`src/rtl/gpu_data_mem_arbiter_pkg.sv`:
```
// ============================================================================
// Module  : gpu_mem_pkg
// Purpose : Shared types and constants for the GPU memory-side arbiters:
//           the arbitration FSM state encoding and the operation codes
//           latched with each granted request.
// Ports   : none (package)
// Rev     : 1.0  initial release
// ============================================================================
`default_nettype none

package gpu_mem_pkg;

  typedef enum logic [1:0] {
    IDLE   = 2'd0,
    ACCESS = 2'd1,
    RESP   = 2'd2
  } mem_arb_state_t;

  localparam logic OP_READ  = 1'b0;
  localparam logic OP_WRITE = 1'b1;

endpackage

`default_nettype wire

```
`src/rtl/gpu_data_mem_arbiter_if.sv`:
```
// ============================================================================
// Module  : gpu_data_mem_arbiter_if
// Purpose : Bundle of the per-channel read/write request channels between the
//           GPU data-memory ports (master) and the memory arbiter (slave).
// Ports   : ch_read_valid/address   -> read request, held until ready
//           ch_read_ready/data      <- 1-cycle ready pulse, held read data
//           ch_write_valid/address/data -> write request, held until ready
//           ch_write_ready          <- 1-cycle commit pulse
// Rev     : 1.0  initial release
// ============================================================================
`default_nettype none

interface gpu_data_mem_arbiter_if #(
  parameter int NUM_CHANNELS = 4,
  parameter int ADDR_BITS    = 8,
  parameter int DATA_BITS    = 8
);

  logic [NUM_CHANNELS-1:0]                ch_read_valid;
  logic [NUM_CHANNELS-1:0][ADDR_BITS-1:0] ch_read_address;
  logic [NUM_CHANNELS-1:0]                ch_read_ready;
  logic [NUM_CHANNELS-1:0][DATA_BITS-1:0] ch_read_data;
  logic [NUM_CHANNELS-1:0]                ch_write_valid;
  logic [NUM_CHANNELS-1:0][ADDR_BITS-1:0] ch_write_address;
  logic [NUM_CHANNELS-1:0][DATA_BITS-1:0] ch_write_data;
  logic [NUM_CHANNELS-1:0]                ch_write_ready;

  modport master (
    output ch_read_valid, ch_read_address,
    input  ch_read_ready, ch_read_data,
    output ch_write_valid, ch_write_address, ch_write_data,
    input  ch_write_ready
  );

  modport slave (
    input  ch_read_valid, ch_read_address,
    output ch_read_ready, ch_read_data,
    input  ch_write_valid, ch_write_address, ch_write_data,
    output ch_write_ready
  );

endinterface

`default_nettype wire

```
`src/rtl/gpu_data_mem_arbiter_rr_arbiter.sv`:
```
// ============================================================================
// Module  : rr_arbiter
// Purpose : Purely combinational round-robin picker. Returns the first
//           requesting index at or after ptr (wrapping modulo N).
// Ports   : req     in  N       request vector
//           ptr     in  log2(N) search start index
//           grant   out log2(N) selected index (0 when nothing requests)
//           any_req out 1       at least one request present
// Rev     : 1.0  initial release
// ============================================================================
`default_nettype none

module rr_arbiter #(
  parameter int N = 4
) (
  input  logic [N-1:0]         req,
  input  logic [$clog2(N)-1:0] ptr,
  output logic [$clog2(N)-1:0] grant,
  output logic                 any_req
);

  localparam int IDX_W = $clog2(N);

  logic [IDX_W:0] cand;

  // Walk offsets from the farthest back to 0 so the closest requester to
  // ptr is the last one written and therefore wins.
  always_comb begin
    grant   = '0;
    any_req = 1'b0;
    cand    = '0;
    for (int i = N - 1; i >= 0; i--) begin
      cand = {1'b0, ptr} + (IDX_W + 1)'(i);
      if (cand >= (IDX_W + 1)'(N)) begin
        cand = cand - (IDX_W + 1)'(N);
      end
      if (req[cand[IDX_W-1:0]]) begin
        grant   = cand[IDX_W-1:0];
        any_req = 1'b1;
      end
    end
  end

endmodule

`default_nettype wire

```
`src/rtl/gpu_data_mem_arbiter.sv`:
```
// ============================================================================
// Module  : gpu_data_mem_arbiter
// Purpose : Serves NUM_CHANNELS read/write request channels onto one
//           synchronous single-port SRAM with 1-cycle read latency.
//           One access every 3 cycles: IDLE (grant) -> ACCESS (sram_en high)
//           -> RESP (read data arrives) -> ready pulse visible back in IDLE.
// Ports   : clk, reset        clock, asynchronous active-high reset
//           ch                slave side of the request channel bundle
//           sram_en/we/addr/wdata  registered SRAM command
//           sram_rdata        SRAM read data, valid the cycle after a read
//           busy              FSM not in IDLE
// Rev     : 1.0  initial release
// ============================================================================
`default_nettype none

module gpu_data_mem_arbiter
  import gpu_mem_pkg::*;
#(
  parameter int NUM_CHANNELS = 4,
  parameter int ADDR_BITS    = 8,
  parameter int DATA_BITS    = 8
) (
  input  logic                  clk,
  input  logic                  reset,
  gpu_data_mem_arbiter_if.slave ch,
  output logic                  sram_en,
  output logic                  sram_we,
  output logic [ADDR_BITS-1:0]  sram_addr,
  output logic [DATA_BITS-1:0]  sram_wdata,
  input  logic [DATA_BITS-1:0]  sram_rdata,
  output logic                  busy
);

  localparam int IDX_W = $clog2(NUM_CHANNELS);

  mem_arb_state_t state, state_next;

  logic [NUM_CHANNELS-1:0] rd_drop, wr_drop;
  logic [NUM_CHANNELS-1:0] rd_req, wr_req, req;
  logic [IDX_W-1:0]        arb_grant, cur_grant, rr_ptr;
  logic                    any_req, cur_op;
  logic                    launch, end_access, finish, launch_op;
  logic [NUM_CHANNELS-1:0] read_ready_q, write_ready_q;
  logic [NUM_CHANNELS-1:0][DATA_BITS-1:0] read_data_q;

  // Masks are kept per operation so a channel presenting read and write
  // together can have its read served after the write has been acknowledged
  // while the write's lingering valid stays blocked.
  assign rd_req = ch.ch_read_valid  & ~rd_drop;
  assign wr_req = ch.ch_write_valid & ~wr_drop;
  assign req    = rd_req | wr_req;

  rr_arbiter #(.N(NUM_CHANNELS)) u_rr (
    .req     (req),
    .ptr     (rr_ptr),
    .grant   (arb_grant),
    .any_req (any_req)
  );

  // State register
  always_ff @(posedge clk or posedge reset) begin
    if (reset) state <= IDLE;
    else       state <= state_next;
  end

  // Next-state logic
  always_comb begin
    state_next = state;
    case (state)
      IDLE:    if (any_req) state_next = ACCESS;
      ACCESS:  state_next = RESP;
      RESP:    state_next = IDLE;
      default: state_next = IDLE;
    endcase
  end

  // Output / strobe decode; writes take priority over reads on one channel.
  always_comb begin
    launch     = (state == IDLE) && any_req;
    end_access = (state == ACCESS);
    finish     = (state == RESP);
    launch_op  = wr_req[arb_grant] ? OP_WRITE : OP_READ;
  end

  // Datapath and registered outputs. sram_addr/sram_wdata double as the
  // latched request address/data; they hold until the next grant.
  always_ff @(posedge clk or posedge reset) begin
    if (reset) begin
      cur_grant     <= '0;
      cur_op        <= OP_READ;
      rr_ptr        <= '0;
      rd_drop       <= '0;
      wr_drop       <= '0;
      sram_en       <= 1'b0;
      sram_we       <= 1'b0;
      sram_addr     <= '0;
      sram_wdata    <= '0;
      read_ready_q  <= '0;
      write_ready_q <= '0;
      read_data_q   <= '0;
    end else begin
      read_ready_q  <= '0;
      write_ready_q <= '0;
      // A mask bit clears once the channel's valid is seen low.
      rd_drop <= rd_drop & ch.ch_read_valid;
      wr_drop <= wr_drop & ch.ch_write_valid;

      if (launch) begin
        cur_grant  <= arb_grant;
        cur_op     <= launch_op;
        sram_en    <= 1'b1;
        sram_we    <= launch_op;
        sram_addr  <= (launch_op == OP_WRITE) ? ch.ch_write_address[arb_grant]
                                              : ch.ch_read_address[arb_grant];
        sram_wdata <= ch.ch_write_data[arb_grant];
        rr_ptr     <= (arb_grant == IDX_W'(NUM_CHANNELS - 1)) ? '0
                                                              : arb_grant + 1'b1;
      end

      if (end_access) begin
        sram_en <= 1'b0;
        sram_we <= 1'b0;
      end

      if (finish) begin
        if (cur_op == OP_WRITE) begin
          write_ready_q[cur_grant] <= 1'b1;
          wr_drop[cur_grant]       <= 1'b1;
        end else begin
          read_ready_q[cur_grant]  <= 1'b1;
          rd_drop[cur_grant]       <= 1'b1;
          read_data_q[cur_grant]   <= sram_rdata;
        end
      end
    end
  end

  assign ch.ch_read_ready  = read_ready_q;
  assign ch.ch_write_ready = write_ready_q;
  assign ch.ch_read_data   = read_data_q;
  assign busy              = (state != IDLE);

  // A granted request must stay valid until its ready pulse.
  granted_valid_held : assert property (
    @(posedge clk) disable iff (reset)
    (state != IDLE) |-> ((cur_op == OP_WRITE) ? ch.ch_write_valid[cur_grant]
                                              : ch.ch_read_valid[cur_grant])
  );

endmodule

`default_nettype wire

```
`src/flat_wrapper.sv`:
```
// flat-port wrapper written by rule: the top's interface ports become plain ports
module gpu_data_mem_arbiter_flat import gpu_mem_pkg::*;
#(
  parameter int NUM_CHANNELS = 4,
  parameter int ADDR_BITS    = 8,
  parameter int DATA_BITS    = 8
)
  (clk, reset, sram_en, sram_we, sram_addr, sram_wdata, sram_rdata, busy, ch_ch_read_valid, ch_ch_read_address, ch_ch_read_ready, ch_ch_read_data, ch_ch_write_valid, ch_ch_write_address, ch_ch_write_data, ch_ch_write_ready);
  gpu_data_mem_arbiter_if #(.NUM_CHANNELS(NUM_CHANNELS), .ADDR_BITS(ADDR_BITS), .DATA_BITS(DATA_BITS)) ch_i ();
  input  logic clk;
  input  logic reset;
  output logic sram_en;
  output logic sram_we;
  output logic [ADDR_BITS-1:0] sram_addr;
  output logic [DATA_BITS-1:0] sram_wdata;
  input  logic [DATA_BITS-1:0] sram_rdata;
  output logic busy;
  input wire logic [$bits(ch_i.ch_read_valid)-1:0] ch_ch_read_valid;
  input wire logic [$bits(ch_i.ch_read_address)-1:0] ch_ch_read_address;
  output wire logic [$bits(ch_i.ch_read_ready)-1:0] ch_ch_read_ready;
  output wire logic [$bits(ch_i.ch_read_data)-1:0] ch_ch_read_data;
  input wire logic [$bits(ch_i.ch_write_valid)-1:0] ch_ch_write_valid;
  input wire logic [$bits(ch_i.ch_write_address)-1:0] ch_ch_write_address;
  input wire logic [$bits(ch_i.ch_write_data)-1:0] ch_ch_write_data;
  output wire logic [$bits(ch_i.ch_write_ready)-1:0] ch_ch_write_ready;
  assign ch_i.ch_read_valid = ch_ch_read_valid;
  assign ch_i.ch_read_address = ch_ch_read_address;
  assign ch_ch_read_ready = ch_i.ch_read_ready;
  assign ch_ch_read_data = ch_i.ch_read_data;
  assign ch_i.ch_write_valid = ch_ch_write_valid;
  assign ch_i.ch_write_address = ch_ch_write_address;
  assign ch_i.ch_write_data = ch_ch_write_data;
  assign ch_ch_write_ready = ch_i.ch_write_ready;
  gpu_data_mem_arbiter #(.NUM_CHANNELS(NUM_CHANNELS), .ADDR_BITS(ADDR_BITS), .DATA_BITS(DATA_BITS)) u_core (.clk(clk), .reset(reset), .ch(ch_i), .sram_en(sram_en), .sram_we(sram_we), .sram_addr(sram_addr), .sram_wdata(sram_wdata), .sram_rdata(sram_rdata), .busy(busy));
endmodule
```
`config.mk`:
```
export PLATFORM = sky130hd
export DESIGN_NAME = gpu_data_mem_arbiter_flat
export DESIGN_NICKNAME = d
export VERILOG_FILES = /design/src/rtl/gpu_data_mem_arbiter_pkg.sv /design/src/rtl/gpu_data_mem_arbiter_if.sv /design/src/rtl/gpu_data_mem_arbiter_rr_arbiter.sv /design/src/rtl/gpu_data_mem_arbiter.sv /design/src/flat_wrapper.sv
export SDC_FILE = /design/constraint.sdc
export NUM_CORES = 1
export LEC_CHECK = 0
export CAP_MARGIN = 20
export CORE_MARGIN = 1
export CORE_UTILIZATION = 37
export DETAILED_ROUTE_END_ITERATION = 10
export HOLD_SLACK_MARGIN = 0.03
export PLACE_DENSITY = 0.83
export SYNTH_ARGS = -nofsm -noshare
export SYNTH_HDL_FRONTEND = slang
export SYNTH_SLANG_ARGS = --single-unit
```
`constraint.sdc`:
```
create_clock -name clk -period 2.2 [get_ports clk]
set_input_delay 0.44 -clock clk [delete_from_list [all_inputs] [get_ports clk]]
set_output_delay 0.44 -clock clk [all_outputs]
set_load 0.01 [all_outputs]
```
==> results.py, run 1 <==
metrics = {
    "run_status": {
        "status": "completed",
    },
    "setup_path": {
        "crit_chain": "dlygate4sd2_1, nor2b_4, or2_4, a221o_1, a21boi_4, buf_12, buf_12, mux2i_2, o221ai_2",
        "start_kind": "input port",
        "crit_type": "in -> reg",
        "cp.required_ns": 2.41,
        "critPathTopFamily": "compound AO/OA/AOI/OAI gates",
        "worst_path_max_delay_cell": "a221o_1",
        "path_max_fanout": 9,
        "end_kind": "flop",
        "cpPeakStageDelay_ns": 0.36,
        "cp_num_buf_inv": 3,
        "cp_data_arrival_time_ns": 2.36,
        "cpMostUsedCell": "buf_12",
    },
    "die": {
        "start_util_pct": 38.04,
        "fp.dieW_um": 102.0,
        "fp.coreArea_um2": 9729,
        "die_h_um": 102.0,
        "std_cell_rows": 36,
        "io_pins": 173,
        "die_area_um2": 10410,
    },
    "yosys": {
        "syn_area_per_cell_um2": 10.89,
        "synth_top_cells_by_area": "dfrtp_1 (49%), mux2i_1 (14%), nand2_1 (11%)",
        "synth-seq-cells": 73,
        "synth_top_area_share_pct": 49.36,
        "yosysMostFrequentCell": "nand2_1",
        "synth_common_cells": "nand2_1 (104), dfrtp_1 (73), mux2i_1 (50), mux2_2 (14), mux2_1 (10)",
        "synth_nets": 454,
        "ys_types": 42,
        "synth_edf_count": 0,
        "ys.warnings.count": 0,
        "synthArstFlopShare_pct": 100.0,
        "syn_inst": 340,
        "ys_seq_area_share_pct": 49.36,
        "netlist_area_um2": 3701,
        "synth.largest_area_cell": "dfrtp_1",
        "synthFlopType": "dfrtp_1",
    },
    "placed_design": {
        "dp_hpwl_mm": 8.177,
        "routabilityCongestion": 0.8078,
        "portBuffers": 172,
    },
    "sta": {
        "whs_ns": 0.4619,
        "fin_crit_sh_pct": 97.73,
        "tightest_slew_ns": 0.3996,
        "setup_viol": 0,
        "hold_viol": 0,
        "fmax_ghz": 0.4651,
        "relSlewSlack_pct": 73.36,
        "final.setup.tns_ns": 0,
        "maxSlewViolCount": 0,
        "rsz0062_at_grt": "yes",
        "fin_crit_ns": 2.150,
        "finClkSkew_ns": 0.009670,
    },
    "clocking": {
        "numCtsBuffers": 9,
        "cts_sinks": 73,
        "root_buffer": "clkbuf_8",
        "cts_tree": "done",
        "cts_htree_levels": 3,
        "clock_latency_ns": 0.34,
        "cts_buffer_depth": 2,
        "clkSlewWorstSetupHoldPaths_ns": 0.08,
    },
    "detailed_routing": {
        "ant_nets": 0,
        "num_vias": 3351,
        "routed_wl_mm": 11.00,
        "vias_per_cell": 4.957,
        "detail_route.first_pass.iterations": 4,
        "drc": 0,
        "wire_per_inst_um": 16.28,
        "drt_iter0_drc": 129,
    },
    "global_route": {
        "grt_usage_pct": 21.10,
        "use_met3_pct": 4.788,
        "grt.met1_usage_pct": 25.41,
        "grt_pass1_vias": 3472,
        "grt_pass1_wl_mm": 16.88,
        "grt.overflow.total": 0,
        "antenna_found_initial": 0,
        "use_met2_pct": 37.33,
        "grt_max_degree": 74,
        "top_usage_layer": "met2",
    },
    "cells_and_area": {
        "layout.nets": 652,
        "antennaDiodeCount": 0,
        "fill_cells": 785,
        "areaGrowthSynthToFinish_pct": 64.23,
        "layout-drive-gt1-share_pct": 18.05,
    },
    "power_and_ir_drop": {
        "max-vdd-ir-drop_mv": 0.6424,
        "p_leak_nw": 2.814,
        "power_density_nw_per_um2": 1238,
    },
    "min_path": {
        "worst_hold_path_type": "in -> reg",
    },
    "flow_run": {
        "drv_cap": 0,
    },
}
==> layout by cell type, fill, tap and decap left out, types with 7 or more instances in the layout <==
master	instances
buf_4	24
mux2i_1	42
o221ai_1	7
clkdlybuf4s50_1	165
mux2_2	12
dfrtp_1	73
nand2_1	104
mux2i_2	7
clkbuf_8	10
o221ai_2	11
==> final timing paths <==
path                                                 from                   endpoint  slack [ns]  cells past startpoint
worst max register to register          u_core.wr_drop[0]       u_core.sram_wdata[0]        0.09                      8
worst min register to register  u_core.ch.ch_read_data[2]  u_core.ch.ch_read_data[2]        0.48                      2
worst max-delay path                 ch_ch_write_valid[0]       u_core.sram_wdata[0]        0.05                      9
min in group asynchronous                           reset          u_core.rd_drop[3]        0.55                      3
worst min-delay path                  ch_ch_read_valid[3]          u_core.rd_drop[3]        0.46                      2
max in group asynchronous                           reset             u_core.sram_en        1.33                      3
==> stage by stage <==
stage                     total power, mW  utilization (%)  area, um2  std cells  worst slack [ns]
final                               7.525            62.47       6078        676           0.04999
after global routing                7.994            62.47       6078        676        -0.0005331
after CTS                           7.603            62.42       6073        677           0.01678
after detailed placement            6.234            59.03       5743        658           -0.5169
after global placement              6.064            59.03       5743        658           -0.4433
after floorplan                     4.366                -       3705        340           0.01455
==> routing by layer <==
| metal | part of all wire, % | up-vias | wire length, um |
|---|---|---|---|
| met1 | 40 | 1653 | 4455 |
| met2 | 52 | 117 | 5688 |
| li1 | - | 1566 | - |
| met5 | 0 | - | 0 |
| met3 | 6.4 | 15 | 699 |
| met4 | 1.4 | 0 | 159 |
==> sequential cells by signal, summed over array words and instances (netlist names) <==
signal                    cells
u_core.state                  2
u_core.rd_drop                4
u_core.sram_addr              8
u_core.sram_wdata             8
u_core.cur_op                 1
u_core.wr_drop                4
u_core.ch.ch_write_ready      4
u_core.rr_ptr                 2
u_core.ch.ch_read_ready       4
u_core.ch.ch_read_data       32
u_core.sram_we                1
u_core.cur_grant              2
u_core.sram_en                1
==> kinds of logic after synthesis <==
logic type	Yosys count	share of synthesized area (%)
buf+inv	28	4.936
simple gates	128	14.64
xor+xnor	1	0.2367
flops	73	49.36
compound gates	36	10.01
mux	74	20.82
==> power by group <==
| group | switching (mW) | internal, mW |
|---|---|---|
| combinational | 1.84 | 2.36 |
| clock | 0.501 | 0.559 |
| sequential | 0.349 | 1.91 |
==> cell type report <==
class / count / area, um2 / area share [%]
multi-input cells: 239 / 1810 / 29.79
inverters: 12 / 48.80 / 0.8028
clock inverters: 4 / 52.55 / 0.8646
repair buffers: 203 / 2028 / 33.37
flip-flops and latches: 73 / 1827 / 30.05
well taps: 133 / 166.4 / 2.738
clock buffers: 12 / 145.1 / 2.388
==> repair_timing <==
action	4_1_cts	5_1_grt
pin swaps	4	2
gates cloned	1	0
gates resized for setup	29	7
buffers inserted	2	0
hold buffers	0	0
endpoints found under the setup margin	18	17
Note: power is estimated with default switching activity, not from simulation.
==> run 2, diff against run 1 <==
--- a/config.mk
+++ b/config.mk
@@ -10,6 +10,7 @@
 export CORE_UTILIZATION = 37
 export DETAILED_ROUTE_END_ITERATION = 10
 export HOLD_SLACK_MARGIN = 0.03
+export MAX_ROUTING_LAYER = met4
 export PLACE_DENSITY = 0.83
 export SYNTH_ARGS = -nofsm -noshare
 export SYNTH_HDL_FRONTEND = slang
==> run 2 against run 1 <==
Against the previous run:
- sequential power about the same
- combinational power hardly changed
- global-route usage rose by 0.62 points
- clock skew increased by 0.0017 ns
- worst setup slack got worse by 0.0093 ns
- register-to-register slack about the same
- critical path type unchanged
- highest routed layer unchanged
==> results.py, run 2 (synthesis results as in run 1) <==
metrics = {
    "run_status": {
        "status": "completed",
    },
    "cells_and_area": {
        "layout-drive-gt1-share_pct": 17.86,
        "largest_reg_flops": 32,
        "fill_cells": 786,
        "final_cell_mix": "clkdlybuf4s50_1 (165), nand2_1 (104), dfrtp_1 (73)",
        "final_util_pct": 62.45,
        "final_common_cell": "clkdlybuf4s50_1",
        "antennaDiodeCount": 0,
        "layout.nets": 652,
        "areaGrowthSynthToFinish_pct": 64.17,
    },
    "setup_path": {
        "cp_data_arrival_time_ns": 2.37,
        "end_kind": "flop",
        "cp.required_ns": 2.41,
        "timing.reg2reg.setup_slack_ns": 0.09,
        "path_max_fanout": 9,
        "crit_type": "in -> reg",
        "rr_worst_depth": 8,
        "worstReg2RegStart": "u_core.wr_drop[0]",
        "start_kind": "input port",
        "r2r-end": "u_core.sram_wdata[0]",
    },
    "clocking": {
        "ctsHoldBuffers": 0,
        "cts_sinks": 73,
        "cts_buffer_depth": 2,
        "root_buffer": "clkbuf_8",
        "cts_htree_levels": 3,
        "clock_latency_ns": 0.33,
        "clkSlewWorstSetupHoldPaths_ns": 0.08,
        "cts_tree": "done",
        "numCtsBuffers": 9,
    },
    "global_route": {
        "antenna_found_initial": 0,
        "grt_pass1_wl_mm": 16.86,
        "grt_usage_pct": 21.72,
        "grt_pass1_vias": 3473,
        "grt_max_degree": 74,
        "grt.overflow.total": 0,
    },
    "detailed_routing": {
        "detail_route.first_pass.iterations": 4,
        "drc": 0,
        "routed_wl_mm": 10.94,
        "vias_per_cell": 4.920,
        "ant_nets": 0,
        "drt_iter0_drc": 110,
        "wire_per_inst_um": 16.18,
        "num_vias": 3326,
    },
    "sta": {
        "setup_viol": 0,
        "fin_crit_ns": 2.159,
        "fmax_ghz": 0.4631,
        "maxSlewViolCount": 0,
        "hold_viol": 0,
        "tightest_slew_ns": 0.3983,
        "rsz0062_at_grt": "yes",
        "finClkSkew_ns": 0.01135,
        "final.setup.tns_ns": 0,
        "relSlewSlack_pct": 73.45,
        "fin_crit_sh_pct": 98.15,
    },
    "flow_run": {
        "drv_cap": 0,
    },
    "die": {
        "io_pins": 173,
        "std_cell_rows": 36,
        "fp.coreArea_um2": 9729,
        "die_h_um": 102.0,
        "fp.dieW_um": 102.0,
        "die_area_um2": 10410,
        "start_util_pct": 38.04,
    },
    "min_path": {
        "worst_hold_path_type": "in -> reg",
        "holdPathEnd": "u_core.rd_drop[3]",
        "holdPathStages": 2,
        "hold_start": "ch_ch_read_valid[3]",
    },
    "power_and_ir_drop": {
        "finalPower_mw": 7.518,
        "power_density_nw_per_um2": 1237,
        "max-vdd-ir-drop_mv": 0.6455,
        "p_leak_nw": 2.814,
    },
    "placed_design": {
        "portBuffers": 172,
        "dp_hpwl_mm": 8.177,
        "routabilityCongestion": 0.8197,
    },
}
## run 2: final cells by class
cell class,count,area [um2],share of cell area [%]
Timing Repair Buffer,203,2032,33.44
Sequential cell,73,1827,30.07
Multi-Input combinational cell,239,1804,29.70
Tap cell,133,166.4,2.739
Clock buffer,12,145.1,2.389
Clock inverter,4,52.55,0.8649
Inverter,12,48.80,0.8031
## run 2: critical path: stages
cell	delay (ns)
dlygate4sd2_1	0.24
nor2b_4	0.13
or2_4	0.26
a221o_1	0.36
a21boi_4	0.25
buf_12	0.18
buf_12	0.13
mux2i_2	0.24
o221ai_2	0.12
## run 2: power by group
part	internal [mW]	leakage, nW	switching (mW)	total, mW
logic	2.36	1.81	1.83	4.20
registers	1.91	0.904	0.349	2.26
clock network	0.559	0.101	0.499	1.06
## run 2: metal layers
layer	wire length, um	GRT usage, %	share of wire [%]
met3	582	4.309	5.3
met5	0	-	0
met4	109	6.813	1.0
met1	4576	25.67	42
met2	5671	37.22	52
## run 2: repair_timing
item                       4_1_cts  5_1_grt
setup buffers                    2        0
pin swaps                        4        1
gates cloned                     1        0
gates resized for setup         29        7
setup endpoints to repair       18       17
## run 2: how the worst max path moves through the flow
stage                                     from              endpoint  slack [ns]
final                     ch_ch_write_valid[0]  u_core.sram_wdata[0]        0.04
after global routing      ch_ch_write_valid[0]  u_core.sram_wdata[7]      -0.003
after CTS                  ch_ch_read_valid[2]   u_core.sram_addr[6]        0.02
after detailed placement  ch_ch_write_valid[0]  u_core.sram_wdata[1]       -0.52
after global placement    ch_ch_write_valid[0]   u_core.sram_addr[2]       -0.44
after floorplan           ch_ch_write_valid[0]   u_core.sram_addr[3]        0.01
## run 2: through the flow
step	hold slack [ns]	area [um2]	setup slack, ns	std cells
floorplan	0.4488	3705	0.01455	340
global placement	0.4588	5743	-0.4433	658
detailed placement	0.4620	5743	-0.5169	658
CTS	0.4490	6073	0.01678	677
global route	0.4536	6076	-0.002696	676
finish	0.4695	6076	0.04073	676
